## src/rtl/par_dev_bridge_if.sv

```systemverilog
// Request-side bus of par_dev_bridge: word-wide read/write requests held until
// done, plus the busy/done/rdata response.
interface par_dev_bridge_if #(
  parameter int BUS_WIDTH  = 32,
  parameter int ADDR_WIDTH = 1
);
  logic                  req_rd;
  logic                  req_wr;
  logic [ADDR_WIDTH-1:0] req_addr;
  logic [1:0]            req_size;
  logic [BUS_WIDTH-1:0]  req_wdata;
  logic                  busy;
  logic                  done;
  logic [BUS_WIDTH-1:0]  rdata;

  modport master (
    output req_rd, req_wr, req_addr, req_size, req_wdata,
    input  busy, done, rdata
  );

  modport slave (
    input  req_rd, req_wr, req_addr, req_size, req_wdata,
    output busy, done, rdata
  );
endinterface

```

## src/rtl/par_dev_bridge.sv

```systemverilog
// Splits word requests into 1/2/4 timed device beats, drives the device reset
// pulse and synchronises dev_intrq. Define PAR_DEV_READY_EN for dev_ready/err.
module par_dev_bridge #(
  parameter int BUS_WIDTH     = 32,
  parameter int DEV_WIDTH     = 8,
  parameter int ADDR_WIDTH    = 1,
  parameter int SETUP_CYC     = 1,
  parameter int STROBE_CYC    = 4,
  parameter int HOLD_CYC      = 1,
  parameter int RECOVER_CYC   = 4,
  parameter int ADDR_INC      = 0,
  parameter int RST_PULSE_CYC = 16
`ifdef PAR_DEV_READY_EN
  , parameter int TIMEOUT_CYC = 64
`endif
) (
  input  logic                  clk,
  input  logic                  rst,
  par_dev_bridge_if.slave       bus,
  output logic                  irq,
  output logic                  dev_cs_n,
  output logic                  dev_rd_n,
  output logic                  dev_wr_n,
  output logic [ADDR_WIDTH-1:0] dev_addr,
  output logic [DEV_WIDTH-1:0]  dev_dout,
  output logic                  dev_oe,
  input  logic [DEV_WIDTH-1:0]  dev_din,
  output logic                  dev_rst_n,
  input  logic                  dev_intrq
`ifdef PAR_DEV_READY_EN
  , input  logic                dev_ready
  , output logic                err
`endif
);

  localparam int unsigned MAX_BEATS = BUS_WIDTH / DEV_WIDTH;
  localparam int          CW        = 16;

  typedef enum logic [2:0] {RSTP, IDLE, SETUP, STROBE, HOLD, RECOVER} state_t;

  state_t                 state;
  logic [CW-1:0]          cnt;
  logic                   is_rd;
  logic [1:0]             beat;
  logic [1:0]             last;
  logic [BUS_WIDTH-1:0]   wdata_lat;
  logic [BUS_WIDTH-1:0]   rbuf;
  logic                   intrq_s1;
  logic                   strobe_ok;
  logic                   strobe_to;

  function automatic logic [1:0] last_beat(input logic [1:0] size);
    int unsigned n;
    case (size)
      2'd1:    n = 2;
      2'd2:    n = 4;
      default: n = 1;
    endcase
    if (n > MAX_BEATS) n = MAX_BEATS;
    return 2'(n - 1);
  endfunction

`ifdef PAR_DEV_READY_EN
  logic          rdy_s1, rdy_s2;
  logic [CW-1:0] tcnt;
  logic          err_pend;

  always_ff @(posedge clk or posedge rst) begin
    if (rst) begin
      rdy_s1 <= 1'b0;
      rdy_s2 <= 1'b0;
    end else begin
      rdy_s1 <= dev_ready;
      rdy_s2 <= rdy_s1;
    end
  end

  // Release needs both the minimum strobe width and a synchronised ready.
  always_comb begin
    strobe_ok = (cnt == '0) && rdy_s2;
    strobe_to = !strobe_ok && (tcnt == CW'(TIMEOUT_CYC - 1));
  end
`else
  always_comb begin
    strobe_ok = (cnt == '0);
    strobe_to = 1'b0;
  end
`endif

  always_ff @(posedge clk or posedge rst) begin
    if (rst) begin
      intrq_s1 <= 1'b0;
      irq      <= 1'b0;
    end else begin
      intrq_s1 <= dev_intrq;
      irq      <= intrq_s1;
    end
  end

  always_ff @(posedge clk or posedge rst) begin
    if (rst) begin
      state     <= RSTP;
      cnt       <= CW'(RST_PULSE_CYC - 1);
      bus.busy  <= 1'b1;
      bus.done  <= 1'b0;
      bus.rdata <= '0;
      dev_cs_n  <= 1'b1;
      dev_rd_n  <= 1'b1;
      dev_wr_n  <= 1'b1;
      dev_addr  <= '0;
      dev_dout  <= '0;
      dev_oe    <= 1'b0;
      dev_rst_n <= 1'b0;
      is_rd     <= 1'b0;
      beat      <= '0;
      last      <= '0;
      wdata_lat <= '0;
      rbuf      <= '0;
`ifdef PAR_DEV_READY_EN
      tcnt      <= '0;
      err_pend  <= 1'b0;
      err       <= 1'b0;
`endif
    end else begin
      bus.done <= 1'b0;
`ifdef PAR_DEV_READY_EN
      err <= 1'b0;
      if (state != STROBE) tcnt <= '0;
`endif
      case (state)
        RSTP: begin
          if (cnt == '0) begin
            dev_rst_n <= 1'b1;
            bus.busy  <= 1'b0;
            state     <= IDLE;
          end else begin
            cnt <= cnt - 1'b1;
          end
        end

        IDLE: begin
          if (bus.req_rd || bus.req_wr) begin
            is_rd     <= bus.req_rd;
            last      <= last_beat(bus.req_size);
            beat      <= '0;
            dev_addr  <= bus.req_addr;
            wdata_lat <= bus.req_wdata;
            dev_dout  <= bus.req_wdata[DEV_WIDTH-1:0];
            rbuf      <= '0;
            bus.busy  <= 1'b1;
            dev_cs_n  <= 1'b0;
            dev_oe    <= !bus.req_rd;
`ifdef PAR_DEV_READY_EN
            err_pend  <= 1'b0;
`endif
            if (SETUP_CYC > 0) begin
              state <= SETUP;
              cnt   <= CW'(SETUP_CYC - 1);
            end else begin
              state    <= STROBE;
              cnt      <= CW'(STROBE_CYC - 1);
              dev_rd_n <= !bus.req_rd;
              dev_wr_n <= bus.req_rd;
            end
          end
        end

        SETUP: begin
          if (cnt == '0) begin
            state    <= STROBE;
            cnt      <= CW'(STROBE_CYC - 1);
            dev_rd_n <= !is_rd;
            dev_wr_n <= is_rd;
          end else begin
            cnt <= cnt - 1'b1;
          end
        end

        STROBE: begin
          if (strobe_ok || strobe_to) begin
            dev_rd_n <= 1'b1;
            dev_wr_n <= 1'b1;
            if (is_rd && !strobe_to)
              rbuf[int'(beat)*DEV_WIDTH +: DEV_WIDTH] <= dev_din;
`ifdef PAR_DEV_READY_EN
            // Timeout ends the access after this beat; unread lanes read as ones.
            if (strobe_to) begin
              last     <= beat;
              err_pend <= 1'b1;
              if (is_rd)
                for (int unsigned i = 0; i < MAX_BEATS; i++)
                  if (i >= 32'(beat) && i <= 32'(last))
                    rbuf[i*DEV_WIDTH +: DEV_WIDTH] <= '1;
            end
`endif
            if (HOLD_CYC > 0) begin
              state <= HOLD;
              cnt   <= CW'(HOLD_CYC - 1);
            end else begin
              state    <= RECOVER;
              cnt      <= CW'(RECOVER_CYC - 1);
              dev_cs_n <= 1'b1;
              dev_oe   <= 1'b0;
            end
          end else begin
            if (cnt != '0) cnt <= cnt - 1'b1;
`ifdef PAR_DEV_READY_EN
            tcnt <= tcnt + 1'b1;
`endif
          end
        end

        HOLD: begin
          if (cnt == '0) begin
            state    <= RECOVER;
            cnt      <= CW'(RECOVER_CYC - 1);
            dev_cs_n <= 1'b1;
            dev_oe   <= 1'b0;
          end else begin
            cnt <= cnt - 1'b1;
          end
        end

        RECOVER: begin
          if (cnt != '0) begin
            cnt <= cnt - 1'b1;
          end else if (beat != last) begin
            beat     <= beat + 1'b1;
            dev_dout <= wdata_lat[(int'(beat) + 1)*DEV_WIDTH +: DEV_WIDTH];
            dev_cs_n <= 1'b0;
            dev_oe   <= !is_rd;
            if (ADDR_INC != 0) dev_addr <= dev_addr + 1'b1;
            if (SETUP_CYC > 0) begin
              state <= SETUP;
              cnt   <= CW'(SETUP_CYC - 1);
            end else begin
              state    <= STROBE;
              cnt      <= CW'(STROBE_CYC - 1);
              dev_rd_n <= !is_rd;
              dev_wr_n <= is_rd;
            end
          end else begin
            state    <= IDLE;
            bus.busy <= 1'b0;
            bus.done <= 1'b1;
            if (is_rd) bus.rdata <= rbuf;
`ifdef PAR_DEV_READY_EN
            err <= err_pend;
`endif
          end
        end

        default: state <= RSTP;
      endcase
    end
  end

endmodule

```

## src/flat_wrapper.sv

```systemverilog
// flat-port wrapper written by rule: the top's interface ports become plain ports
module par_dev_bridge_flat 
#(
  parameter int BUS_WIDTH     = 32,
  parameter int DEV_WIDTH     = 8,
  parameter int ADDR_WIDTH    = 1,
  parameter int SETUP_CYC     = 1,
  parameter int STROBE_CYC    = 4,
  parameter int HOLD_CYC      = 1,
  parameter int RECOVER_CYC   = 4,
  parameter int ADDR_INC      = 0,
  parameter int RST_PULSE_CYC = 16

)
  (clk, rst, irq, dev_cs_n, dev_rd_n, dev_wr_n, dev_addr, dev_dout, dev_oe, dev_din, dev_rst_n, dev_intrq, bus_req_rd, bus_req_wr, bus_req_addr, bus_req_size, bus_req_wdata, bus_busy, bus_done, bus_rdata);
  par_dev_bridge_if #(.BUS_WIDTH(BUS_WIDTH), .ADDR_WIDTH(ADDR_WIDTH)) bus_i ();
  input  logic clk;
  input  logic rst;
  output logic irq;
  output logic dev_cs_n;
  output logic dev_rd_n;
  output logic dev_wr_n;
  output logic [ADDR_WIDTH-1:0] dev_addr;
  output logic [DEV_WIDTH-1:0] dev_dout;
  output logic dev_oe;
  input  logic [DEV_WIDTH-1:0] dev_din;
  output logic dev_rst_n;
  input  logic dev_intrq;
  input wire logic [$bits(bus_i.req_rd)-1:0] bus_req_rd;
  input wire logic [$bits(bus_i.req_wr)-1:0] bus_req_wr;
  input wire logic [$bits(bus_i.req_addr)-1:0] bus_req_addr;
  input wire logic [$bits(bus_i.req_size)-1:0] bus_req_size;
  input wire logic [$bits(bus_i.req_wdata)-1:0] bus_req_wdata;
  output wire logic [$bits(bus_i.busy)-1:0] bus_busy;
  output wire logic [$bits(bus_i.done)-1:0] bus_done;
  output wire logic [$bits(bus_i.rdata)-1:0] bus_rdata;
  assign bus_i.req_rd = bus_req_rd;
  assign bus_i.req_wr = bus_req_wr;
  assign bus_i.req_addr = bus_req_addr;
  assign bus_i.req_size = bus_req_size;
  assign bus_i.req_wdata = bus_req_wdata;
  assign bus_busy = bus_i.busy;
  assign bus_done = bus_i.done;
  assign bus_rdata = bus_i.rdata;
  par_dev_bridge #(.BUS_WIDTH(BUS_WIDTH), .DEV_WIDTH(DEV_WIDTH), .ADDR_WIDTH(ADDR_WIDTH), .SETUP_CYC(SETUP_CYC), .STROBE_CYC(STROBE_CYC), .HOLD_CYC(HOLD_CYC), .RECOVER_CYC(RECOVER_CYC), .ADDR_INC(ADDR_INC), .RST_PULSE_CYC(RST_PULSE_CYC)) u_core (.clk(clk), .rst(rst), .bus(bus_i), .irq(irq), .dev_cs_n(dev_cs_n), .dev_rd_n(dev_rd_n), .dev_wr_n(dev_wr_n), .dev_addr(dev_addr), .dev_dout(dev_dout), .dev_oe(dev_oe), .dev_din(dev_din), .dev_rst_n(dev_rst_n), .dev_intrq(dev_intrq));
endmodule
```

## config.mk

```make
export PLATFORM = sky130hd
export DESIGN_NAME = par_dev_bridge_flat
export DESIGN_NICKNAME = d
export VERILOG_FILES = /design/src/rtl/par_dev_bridge_if.sv /design/src/rtl/par_dev_bridge.sv /design/src/flat_wrapper.sv
export SDC_FILE = /design/constraint.sdc
export NUM_CORES = 1
export LEC_CHECK = 0
export CELL_PAD_IN_SITES_DETAIL_PLACEMENT = 1
export CELL_PAD_IN_SITES_GLOBAL_PLACEMENT = 1
export CORE_MARGIN = 2
export CORE_UTILIZATION = 43
export CTS_BUF_LIST = sky130_fd_sc_hd__clkbuf_8 sky130_fd_sc_hd__clkbuf_16
export CTS_CLUSTER_DIAMETER = 40
export DETAILED_ROUTE_END_ITERATION = 16
export PLACE_DENSITY_LB_ADDON = 0.12
export SYNTH_ARGS = -nofsm -noshare
export SYNTH_HDL_FRONTEND = slang
export SYNTH_SLANG_ARGS = --single-unit
```

## constraint.sdc

```tcl
create_clock -name clk -period 4.8 [get_ports clk]
set_input_delay 0.96 -clock clk [delete_from_list [all_inputs] [get_ports clk]]
set_output_delay 0.96 -clock clk [all_outputs]
set_load 0.01 [all_outputs]
```

# Yosys cells after proc, flatten, opt, wreduce, memory -nomap -nowiden
# Index checks and enable logic that the tools add are counted.
# Widths: inputs -> output; s select.
# word_totals
out_inout_bits,49
inputBits,48
ff_bits,138
# op_classes
reduce_logical,23
n_mux,56
add_sub_neg,5
n_shift,3
n_eq_ne,20
order_cmp,1
bitwise,2
# op_table
operator,n
$mux 32,5
$mux 16,7
$pmux 16 s5,1
$pmux 32 s2,1
$neg 5->33,1
$shift 8x33->32 const A,1
$shiftx 8x33->32,1
$bwmux 32,1
$gt 32x3->1 const B,1
$shiftx 32x32->8,1
$mux 8,3
$mux 3,6
$pmux 3 s6,1
$logic_not 16->1,1
$mux 1,16
$pmux 8 s2,1
$reduce_bool 16->1,1
$sub 16x1->16 const B,1
$reduce_and 5->1,3
$mux 2,7
$ne 2x1->1 const B,7
$reduce_and 4->1,3
$pmux 1 s3,3
$eq 3x2->1 const B,2
other kinds (24),35

# Depth between registers and ports, before layout
# Gate-level depths: netlist of run 1.
# depth
ltp_word,9
depth_mapped,9

# Worst setup path before layout of run 1
# OpenSTA, ideal clock, no wires.
# synth_timing
kind,register to register
start,register u_core.cnt[2]
end,register u_core.bus.rdata[0]
stages_incl_launch_ff,9
path_buffers,3
setup_slack_ns,2.213
arrival_time_ns,2.462
setup_ns,0.125
required_ns,4.675
cell_sequence,dfstp_2 > or4_1 > buf_2 > or4_1 > buf_2 > nor3_4 > nand2_2 > buf_6 > mux2_4
# synth_via
elab_chain_cells,3
# synth_lines
element,line,text
start: declaration,par_dev_bridge.sv:42,logic [CW-1:0] cnt;
start signal: assignment,par_dev_bridge.sv:103,cnt <= CW'(RST_PULSE_CYC - 1);
start signal: assignment,par_dev_bridge.sv:137,cnt <= cnt - 1'b1;
start signal: assignment,par_dev_bridge.sv:158,cnt <= CW'(SETUP_CYC - 1);
$reduce_bool 16->1,par_dev_bridge.sv:225,if (cnt != '0) begin
$not 1->1 (no source line),--,
$reduce_and 4->1 (no source line),--,
end signal: assignment,par_dev_bridge.sv:246,if (is_rd) bus.rdata <= rbuf;
end: declaration,par_dev_bridge_if.sv:23,"output busy, done, rdata"
# Every way passes these cells.
# A chain may end at the register's enable or synchronous reset.

# Worst setup path in the final report of run 1
# layout_timing
start,register u_core.cnt[2]
end,register u_core.cnt[6]
# layout_via
elab_chain_cells,4
# layout_lines
element,line,text
$sub 16x1->16,--,
$mux 16,par_dev_bridge.sv:206,if (cnt != '0) cnt <= cnt - 1'b1;
$mux 16,par_dev_bridge.sv:180,if (strobe_ok || strobe_to) begin
$pmux 16 s5,par_dev_bridge.sv:130,case (state)
# Parallel ways exist; a longest one is shown, timed or not. The select of a mux whose other input is x is not followed.

==> results of run 1 <==
-- flip-flops by register name, indices dropped and copies added (netlist names), 2 cells and up --
name              flops
u_core.wdata_lat     24
u_core.last           2
u_core.bus.rdata     32
u_core.state          3
u_core.cnt           16
u_core.dev_dout       8
u_core.beat           2
u_core.rbuf          32
-- synthesized netlist by cell type, drive strengths merged (9+ instances only) --
master | count | share of area
o21ai | 56 | 0.047
buf | 13 | 0.013
clkbuf | 20 | 0.013
a22o | 9 | 0.013
mux2 | 68 | 0.15
or4 | 10 | 0.013
dfrtp | 122 | 0.51
nor2 | 26 | 0.016
or3 | 11 | 0.012
a21oi | 28 | 0.024
o31ai | 24 | 0.030
nand2 | 49 | 0.031
-- kinds of logic (layout without fill, tap and decap cells) --
family,count (synthesis),count (layout),synth area share
buf+inv,41,140,0.0308
mux,76,76,0.161
simple gates,123,123,0.106
flops,130,130,0.547
fa+ha+maj,8,8,0.0168
xor+xnor,3,3,0.00441
compound gates,130,130,0.134
-- layout by cell type, fill, tap and decap left out, drive strengths merged, types with 4 or more instances in the layout --
master and count:
dfrtp 122, clkdlybuf4s50 96, mux2 68, o21ai 56
nand2 49, a21oi 28, nor2 26, o31ai 24
clkbuf 19, or3 11, or4 10, inv 10
a22o 9, mux2i 8, ha 8, dfstp 8
or2 5, buf 5, bufinv 4, a31oi 4
-- power by group through the flow --
stage / clock network [W] / registers [W] / logic [W]
floorplan: 0 / 0.00134 / 0.000326
global placement: 0 / 0.00136 / 0.000467
detailed placement: 0 / 0.00137 / 0.000493
CTS: 0.00139 / 0.00136 / 0.000501
global route: 0.00144 / 0.00138 / 0.000551
finish: 0.00137 / 0.00136 / 0.000493
-- cell type report --
type                            instances  area, um^2  share of cell area
Tap cell                              180         225              0.0293
Clock inverter                         12         165              0.0215
Timing Repair Buffer                  101        1010               0.132
Clock buffer                           19         453              0.0590
Inverter                                8        32.5             0.00424
Sequential cell                       130        3260               0.425
Multi-Input combinational cell        340        2520               0.329
-- through the flow --
step	util	hold slack, ns	cells	setup WS (ns)
after floorplan	-	0.331	511	0.384
after detailed placement	0.514	0.343	759	1.41
after global placement	0.514	0.333	759	1.51
after global routing	0.559	0.361	790	1.13
final	0.559	0.350	790	1.34
after CTS	0.559	0.354	790	1.38
-- worst max path at each step --
| stage | startpoint | endpoint | slack [ns] |
|---|---|---|---|
| after floorplan | rst | u_core.beat[0] | 0.38 |
| after global placement | u_core.cnt[2] | u_core.bus.rdata[8] | 1.51 |
| after detailed placement | u_core.cnt[2] | u_core.bus.rdata[10] | 1.41 |
| after CTS | u_core.cnt[2] | u_core.bus.rdata[10] | 1.38 |
| after global routing | u_core.cnt[2] | u_core.cnt[6] | 1.13 |
| final | u_core.cnt[2] | u_core.cnt[6] | 1.34 |
-- per-layer routing --
metal  share of wire  vias up  GRT usage  routed length, um
li1                -     2014          -                  -
met1            0.43     2260      0.266               6590
met2            0.51       99      0.368               7790
met3           0.044       12     0.0627                662
met4          0.0088        0     0.0589                133
met5               0        -          0                  0
==> impl_metrics.yaml, run 1 <==
logic_synthesis:
  syn_area_per_cell_um2: 11.7
  synthCells: 511
  synth_fp_nets: 567
  async_reset_ff_frac: 1.00
  synth-edff-count: 0
  synth_warnings: 0
  yosysSeqAreaShare: 0.547
  synth_cell_types: 50
  synth_area_um2: 5960
  synth_ff_type: "dfrtp_1"
  ys_seq_elements: 130
timing:
  finalClockSkew_ns: 0.00840
  worst_slew_pin_slew_ns: 1.25
  tns_ns: 0
  slew_violations: 0
  hold_viol: 0
  setup_violations: 0
  grt_setup_unrepaired: "no"
  period_needed_ns: 3.46
  relSlewSlack: 0.157
  finalCritPeriodShare: 0.720
  fmax_mhz: 289
die:
  std_cell_rows: 43
  die-area_um2: 14800
  dieWidth_um: 122
  start_util: 0.435
  die_y_um: 122
  core-area_um2: 13700
  num_io_pins: 97
clocking:
  cts_tree: "done"
  cts-resized-gates: 0
  cts_buffers: 17
  root_buffer: "clkbuf_16"
  clock_path_buffers: 2
  post_cts_buffers: 0
  cts.clk_slew.worst_paths_ns: 0.06
  hold_buffers: 0
  htreeDepth: 4
  insertion_delay_ns: 0.42
  clock-sinks: 130
power_and_ir_drop:
  power.density_nw_per_um2: 420
  leakagePower_nw: 3.39
  combinationalPowerShare: 0.153
  internal_power_w: 0.00237
  p_sw_w: 0.000852
  finalPower_w: 0.00322
  peakVddDrop_mv: 0.236
  p_sw_frac: 0.265
  pwr-share-clk: 0.425
  p_seq_frac: 0.422
final_layout:
  nNetsFinal: 654
  fill_cells: 1443
  final_area_um2: 7670
  final_layout_size_suffix_gt1_frac: 0.200
  area_delta_synth_final_pct: 28.7
  diodes: 0
worst_setup_path:
  startpoint_type: "register"
  critPathRequiredTime_ns: 5.12
  cp.buffers_inverters: 0
  cp.arrival_ns: 3.78
  rr_worst_depth: 5
  crit_top_cell: "or4_1"
  slowest_delay_ns: 1.10
  worstReg2RegEnd: "u_core.cnt[6]"
  critPathCaptureType: "register"
  critPathTopFamily: "compound AO/OA/AOI/OAI gates"
  cp_cell_sequence: "or4_1, or4_1, o311ai_1, o21ai_0, a21oi_1"
  critical_path_class: "register to register"
  rrSetupSlack_ns: 1.34
  critical-path-slowest-cell: "o311ai_1"
  rr_startpoint: "u_core.cnt[2]"
  cp_max_fo: 11
  worst-path-stages: 5
placed_design:
  postPlaceCellArea_um2: 7060
  gp_congestion: 0.785
  port_buffers: 96
  hpwl_um: 10100
grt:
  grt_pass1_vias: 4637
  grtUsageTotal: 0.215
  grt_pass1_wl_um: 24200
  antenna_found_initial: 0
  grt_max_degree: 99
  gr-total-overflow: 0
drt:
  vias: 4385
  drtIter0Drc: 257
  vias_per_cell: 5.55
  detail_route.wl_per_cell_um: 19.2
  ant_nets: 0
  dr.pass1.iters: 6
  drc: 0
  wl_um: 15200
run:
  cap_violations: 0
min_path:
  holdPathStages: 0
  hold_start: "u_core.intrq_s1"
  hp-class: "register to register"
  whs_endpoint: "u_core.irq"
status:
  status: "completed"
No activity file was read; power rests on OpenSTA's default activity.
==> inputs of run 2 (changes only) <==
--- a/config.mk
+++ b/config.mk
@@ -8,7 +8,7 @@
 export CELL_PAD_IN_SITES_DETAIL_PLACEMENT = 1
 export CELL_PAD_IN_SITES_GLOBAL_PLACEMENT = 1
 export CORE_MARGIN = 2
-export CORE_UTILIZATION = 43
+export CORE_UTILIZATION = 38
 export CTS_BUF_LIST = sky130_fd_sc_hd__clkbuf_8 sky130_fd_sc_hd__clkbuf_16
 export CTS_CLUSTER_DIAMETER = 40
 export DETAILED_ROUTE_END_ITERATION = 16
==> constraint.sdc (replaced) <==
create_clock -name clk -period 2.9 [get_ports clk]
set_input_delay 0.58 -clock clk [delete_from_list [all_inputs] [get_ports clk]]
set_output_delay 0.58 -clock clk [all_outputs]
set_load 0.01 [all_outputs]
==> impl_metrics.yaml, run 2 (synthesis gave the netlist of run 1 again) <==
status:
  status: "completed"
min_path:
  hold_start: "u_core.intrq_s1"
  hp-class: "register to register"
drt:
  drc: 0
  drtIter0Drc: 131
  ant_nets: 0
  vias_per_cell: 5.23
  detail_route.wl_per_cell_um: 18.3
  wl_um: 15300
  vias: 4385
  dr.pass1.iters: 4
timing:
  tns_ns: 0
  fmax_mhz: 372
  grt_setup_unrepaired: "no"
  hold_viol: 0
  slew_violations: 0
  worst_slew_pin_slew_ns: 1.04
  relSlewSlack: 0.306
  finalCritPeriodShare: 0.927
  period_needed_ns: 2.69
  setup_violations: 0
  finalClockSkew_ns: 0.00552
die:
  core-area_um2: 15300
  dieWidth_um: 129
  start_util: 0.391
  die-area_um2: 16700
  die_y_um: 129
  num_io_pins: 97
  std_cell_rows: 45
placed_design:
  hpwl_um: 10800
  dp.cells: 808
  port_buffers: 96
  gp_congestion: 0.800
  postPlaceCellArea_um2: 7260
final_layout:
  final_cell_mix: "dfrtp_1, clkdlybuf4s50_1, o21ai_0, nand2_1, mux2_2"
  final_area_um2: 7860
  area_delta_synth_final_pct: 31.8
  instances_no_fill: 839
  fill_cells: 1587
  reg.largest.list: "u_core.bus.rdata (32), u_core.rbuf (32), u_core.wdata_lat (24)"
  layout_commonest_cell: "dfrtp_1"
  nNetsFinal: 673
  final_layout_size_suffix_gt1_frac: 0.229
  diodes: 0
  seq_area_um2: 3260
  multi_input_area_um2: 2540
clocking:
  root_buffer: "clkbuf_16"
  clock-sinks: 130
  cts_buffers: 17
  hold_buffers: 0
  clock_path_buffers: 2
  cts.clk_slew.worst_paths_ns: 0.06
  insertion_delay_ns: 0.42
  htreeDepth: 4
  cts_tree: "done"
grt:
  grt_max_degree: 42
  grtUsageTotal: 0.196
  grt_pass1_wl_um: 25100
  antenna_found_initial: 0
  grt_pass1_vias: 4661
  gr-total-overflow: 0
run:
  cap_violations: 0
worst_setup_path:
  rr_startpoint: "u_core.cnt[7]"
  rrSetupSlack_ns: 0.21
  worstReg2RegEnd: "u_core.bus.rdata[15]"
  critical_path_class: "register to register"
  cp.arrival_ns: 2.99
  rr_worst_depth: 6
  critPathRequiredTime_ns: 3.20
  cp_max_fo: 32
  startpoint_type: "register"
  cp-startpoint: "u_core.cnt[7]"
  cp-endpoint: "u_core.bus.rdata[15]"
  critPathCaptureType: "register"
power_and_ir_drop:
  finalPower_w: 0.00522
  power.density_nw_per_um2: 664
  leakagePower_nw: 3.47
  peakVddDrop_mv: 0.377
==> run 2: repair_timing <==
action	4_1_cts	5_1_grt
setup endpoints to repair	1	41
pin swaps	0	1
gates cloned	0	0
gates resized for setup	1	2
hold endpoints to repair	0	0
buffers inserted	0	1
==> run 2: worst min path at each step <==
| stage | endpoint | depth (start not counted) |
|---|---|---|
| 2_1_floorplan | u_core.irq | 0 |
| 3_3_place_gp | u_core.irq | 0 |
| 3_5_place_dp | u_core.irq | 0 |
| 4_1_cts | u_core.irq | 0 |
| 5_1_grt | u_core.irq | 0 |
| 6_report | u_core.irq | 0 |
==> run 2: where the power goes <==
part / switching, W / internal, W / total, W / leakage [nW]
Sequential: 0.000182 / 0.00206 / 0.00224 / 1.70
Combinational: 0.000453 / 0.000455 / 0.000908 / 1.49
Clock: 0.000776 / 0.00129 / 0.00207 / 0.278
Total: 0.00141 / 0.00381 / 0.00522 / 3.47
==> run 2: worst max-delay path: stages, from the launching register on <==
cell     delay, ns
dfrtp_1       0.43
or4_1         0.62
or4_4         0.65
nor3_4        0.24
nand2_2       0.09
buf_12        0.21
mux2_4        0.32
==> run 2: cell type report <==
class | instances | share of cell area
clock buffers | 19 | 0.0576
clock inverters | 11 | 0.0146
inverters | 8 | 0.00430
multi-input cells | 340 | 0.323
flip-flops and latches | 130 | 0.415
well taps | 211 | 0.0336
repair buffers | 120 | 0.152
==> run 2: per-stage QoR <==
| step | setup WS [ns] | utilization | hold slack [ns] |
|---|---|---|---|
| floorplan | 0.313 | - | 0.331 |
| global placement | 0.140 | 0.476 | 0.334 |
| detailed placement | 0.00382 | 0.476 | 0.346 |
| CTS | 0.00256 | 0.513 | 0.359 |
| global route | 0.0856 | 0.515 | 0.369 |
| finish | 0.212 | 0.515 | 0.356 |
==> run 2: routing by layer <==
| layer | GRT usage | up-vias | wire length (um) |
|---|---|---|---|
| met5 | 0 | - | 0 |
| met4 | 0.0748 | 0 | 279 |
| met3 | 0.0458 | 24 | 554 |
| met2 | 0.328 | 91 | 7760 |
| met1 | 0.247 | 2228 | 6720 |
| li1 | - | 2042 | - |
==> inputs of run 3 (changes only) <==
--- a/config.mk
+++ b/config.mk
@@ -9,7 +9,6 @@
 export CELL_PAD_IN_SITES_GLOBAL_PLACEMENT = 1
 export CORE_MARGIN = 2
 export CORE_UTILIZATION = 38
-export CTS_BUF_LIST = sky130_fd_sc_hd__clkbuf_8 sky130_fd_sc_hd__clkbuf_16
 export CTS_CLUSTER_DIAMETER = 40
 export DETAILED_ROUTE_END_ITERATION = 16
 export PLACE_DENSITY_LB_ADDON = 0.12
==> impl_metrics.yaml, run 3 (synthesis gave the netlist of run 1 again) <==
timing:
  relSlewSlack: 0.307
  grt_setup_unrepaired: "no"
  finalCritPeriodShare: 0.927
  worst_slew_pin_slew_ns: 1.04
  setup_violations: 0
  hold_viol: 0
  finalClockSkew_ns: 0.00537
  fmax_mhz: 372
  tns_ns: 0
  slew_violations: 0
  period_needed_ns: 2.69
die:
  start_util: 0.391
  core-area_um2: 15300
  num_io_pins: 97
  std_cell_rows: 45
  die-area_um2: 16700
  die_y_um: 129
  dieWidth_um: 129
drt:
  drtIter0Drc: 132
  vias_per_cell: 5.23
  detail_route.wl_per_cell_um: 18.3
  dr.pass1.iters: 4
  wl_um: 15300
  drc: 0
  ant_nets: 0
  vias: 4384
worst_setup_path:
  cp_cell_sequence: "or4_1, or4_4, nor3_4, nand2_2, buf_12, mux2_4"
  cp.arrival_ns: 2.99
  critPathCaptureType: "register"
  critPathTopFamily: "simple AND/OR/NAND/NOR gates"
  slowest_delay_ns: 0.65
  cp.buffers_inverters: 1
  startpoint_type: "register"
  critical_path_class: "register to register"
  critical-path-slowest-cell: "or4_4"
  critPathRequiredTime_ns: 3.20
  cp_max_fo: 32
power_and_ir_drop:
  power.density_nw_per_um2: 664
  p_sw_frac: 0.270
  finalPower_w: 0.00522
  p_seq_frac: 0.430
  leakagePower_nw: 3.46
  peakVddDrop_mv: 0.377
  p_sw_w: 0.00141
  pwr-share-clk: 0.396
  combinationalPowerShare: 0.174
  internal_power_w: 0.00381
grt:
  grt_pass1_wl_um: 25100
  grt_pass1_vias: 4661
  grtUsageTotal: 0.196
  antenna_found_initial: 0
  gr-total-overflow: 0
  grt_max_degree: 42
run:
  cap_violations: 0
placed_design:
  gp_congestion: 0.800
  port_buffers: 96
  dp.cells: 808
  hpwl_um: 10800
final_layout:
  final_cell_mix: "dfrtp_1, clkdlybuf4s50_1, o21ai_0, nand2_1, mux2_2"
  instances_no_fill: 839
  final_layout_size_suffix_gt1_frac: 0.229
  nNetsFinal: 673
  layout_commonest_cell: "dfrtp_1"
  reg.largest.list: "u_core.bus.rdata (32), u_core.rbuf (32), u_core.wdata_lat (24)"
  fill_cells: 1587
  area_delta_synth_final_pct: 31.8
  diodes: 0
min_path:
  hp-class: "register to register"
status:
  status: "completed"
clocking:
  cts_buffers: 17
  cts.clk_slew.worst_paths_ns: 0.06
  root_buffer: "clkbuf_16"
  clock-sinks: 130
  clock_path_buffers: 2
  insertion_delay_ns: 0.42
  htreeDepth: 4
  cts_tree: "done"
run 3: area by class of cell:
type | count | area (um^2) | area share
tap | 211 | 264 | 0.0336
clock inverter | 10 | 111 | 0.0142
clock buffer | 20 | 457 | 0.0581
timing repair buffer | 120 | 1190 | 0.152
inverter | 8 | 33.8 | 0.00430
sequential | 130 | 3260 | 0.415
multi-input combinational | 340 | 2540 | 0.323
run 3: path summary, 6_finish.rpt:
kind | from | end | slack (ns) | depth (start not counted)
max | u_core.cnt[7] | u_core.bus.rdata[15] | 0.21 | 6
min | u_core.intrq_s1 | u_core.irq | 0.36 | 0
max in group asynchronous | rst | u_core.bus.busy | 1.62 | 3
min in group asynchronous | rst | u_core.rbuf[26] | 0.60 | 2
min reg2reg | u_core.intrq_s1 | u_core.irq | 0.36 | 0
max reg2reg | u_core.cnt[7] | u_core.bus.rdata[15] | 0.21 | 6
run 3: power groups by stage:
stage | Clock (W) | Combinational, W | Sequential [W]
floorplan | 0 | 0.000540 | 0.00222
CTS | 0.00212 | 0.000885 | 0.00224
global route | 0.00220 | 0.00102 | 0.00228
detailed placement | 0 | 0.000875 | 0.00227
finish | 0.00207 | 0.000908 | 0.00224
global placement | 0 | 0.000827 | 0.00225
run 3: per-stage QoR:
| stage | setup WS [ns] | util | hold slack, ns | area [um^2] |
|---|---|---|---|---|
| finish | 0.212 | 0.515 | 0.356 | 7860 |
| global route | 0.0856 | 0.515 | 0.369 | 7860 |
| CTS | 0.00256 | 0.513 | 0.359 | 7830 |
| detailed placement | 0.00382 | 0.476 | 0.346 | 7260 |
| global placement | 0.140 | 0.476 | 0.334 | 7260 |
| floorplan | 0.313 | - | 0.331 | 5970 |
run 3: repair_timing:
item | in CTS | in global routing
hold buffers | 0 | 0
pin swaps | 0 | 1
gates resized for setup | 1 | 2
setup buffers | 0 | 1
endpoints found under the setup margin | 1 | 41
run 3: worst reg2reg max path: stages, from the launching register on:
cell and delay [ns]:
dfrtp_1 0.43, or4_1 0.62, or4_4 0.65, nor3_4 0.24
nand2_2 0.09, buf_12 0.21, mux2_4 0.34
run 3: layer usage:
| layer | global-route usage | part of all wire | up-vias |
|---|---|---|---|
| met1 | 0.247 | 0.44 | 2227 |
| met4 | 0.0748 | 0.018 | 0 |
| li1 | - | - | 2042 |
| met2 | 0.328 | 0.51 | 92 |
| met3 | 0.0458 | 0.036 | 23 |
| met5 | 0 | 0 | - |
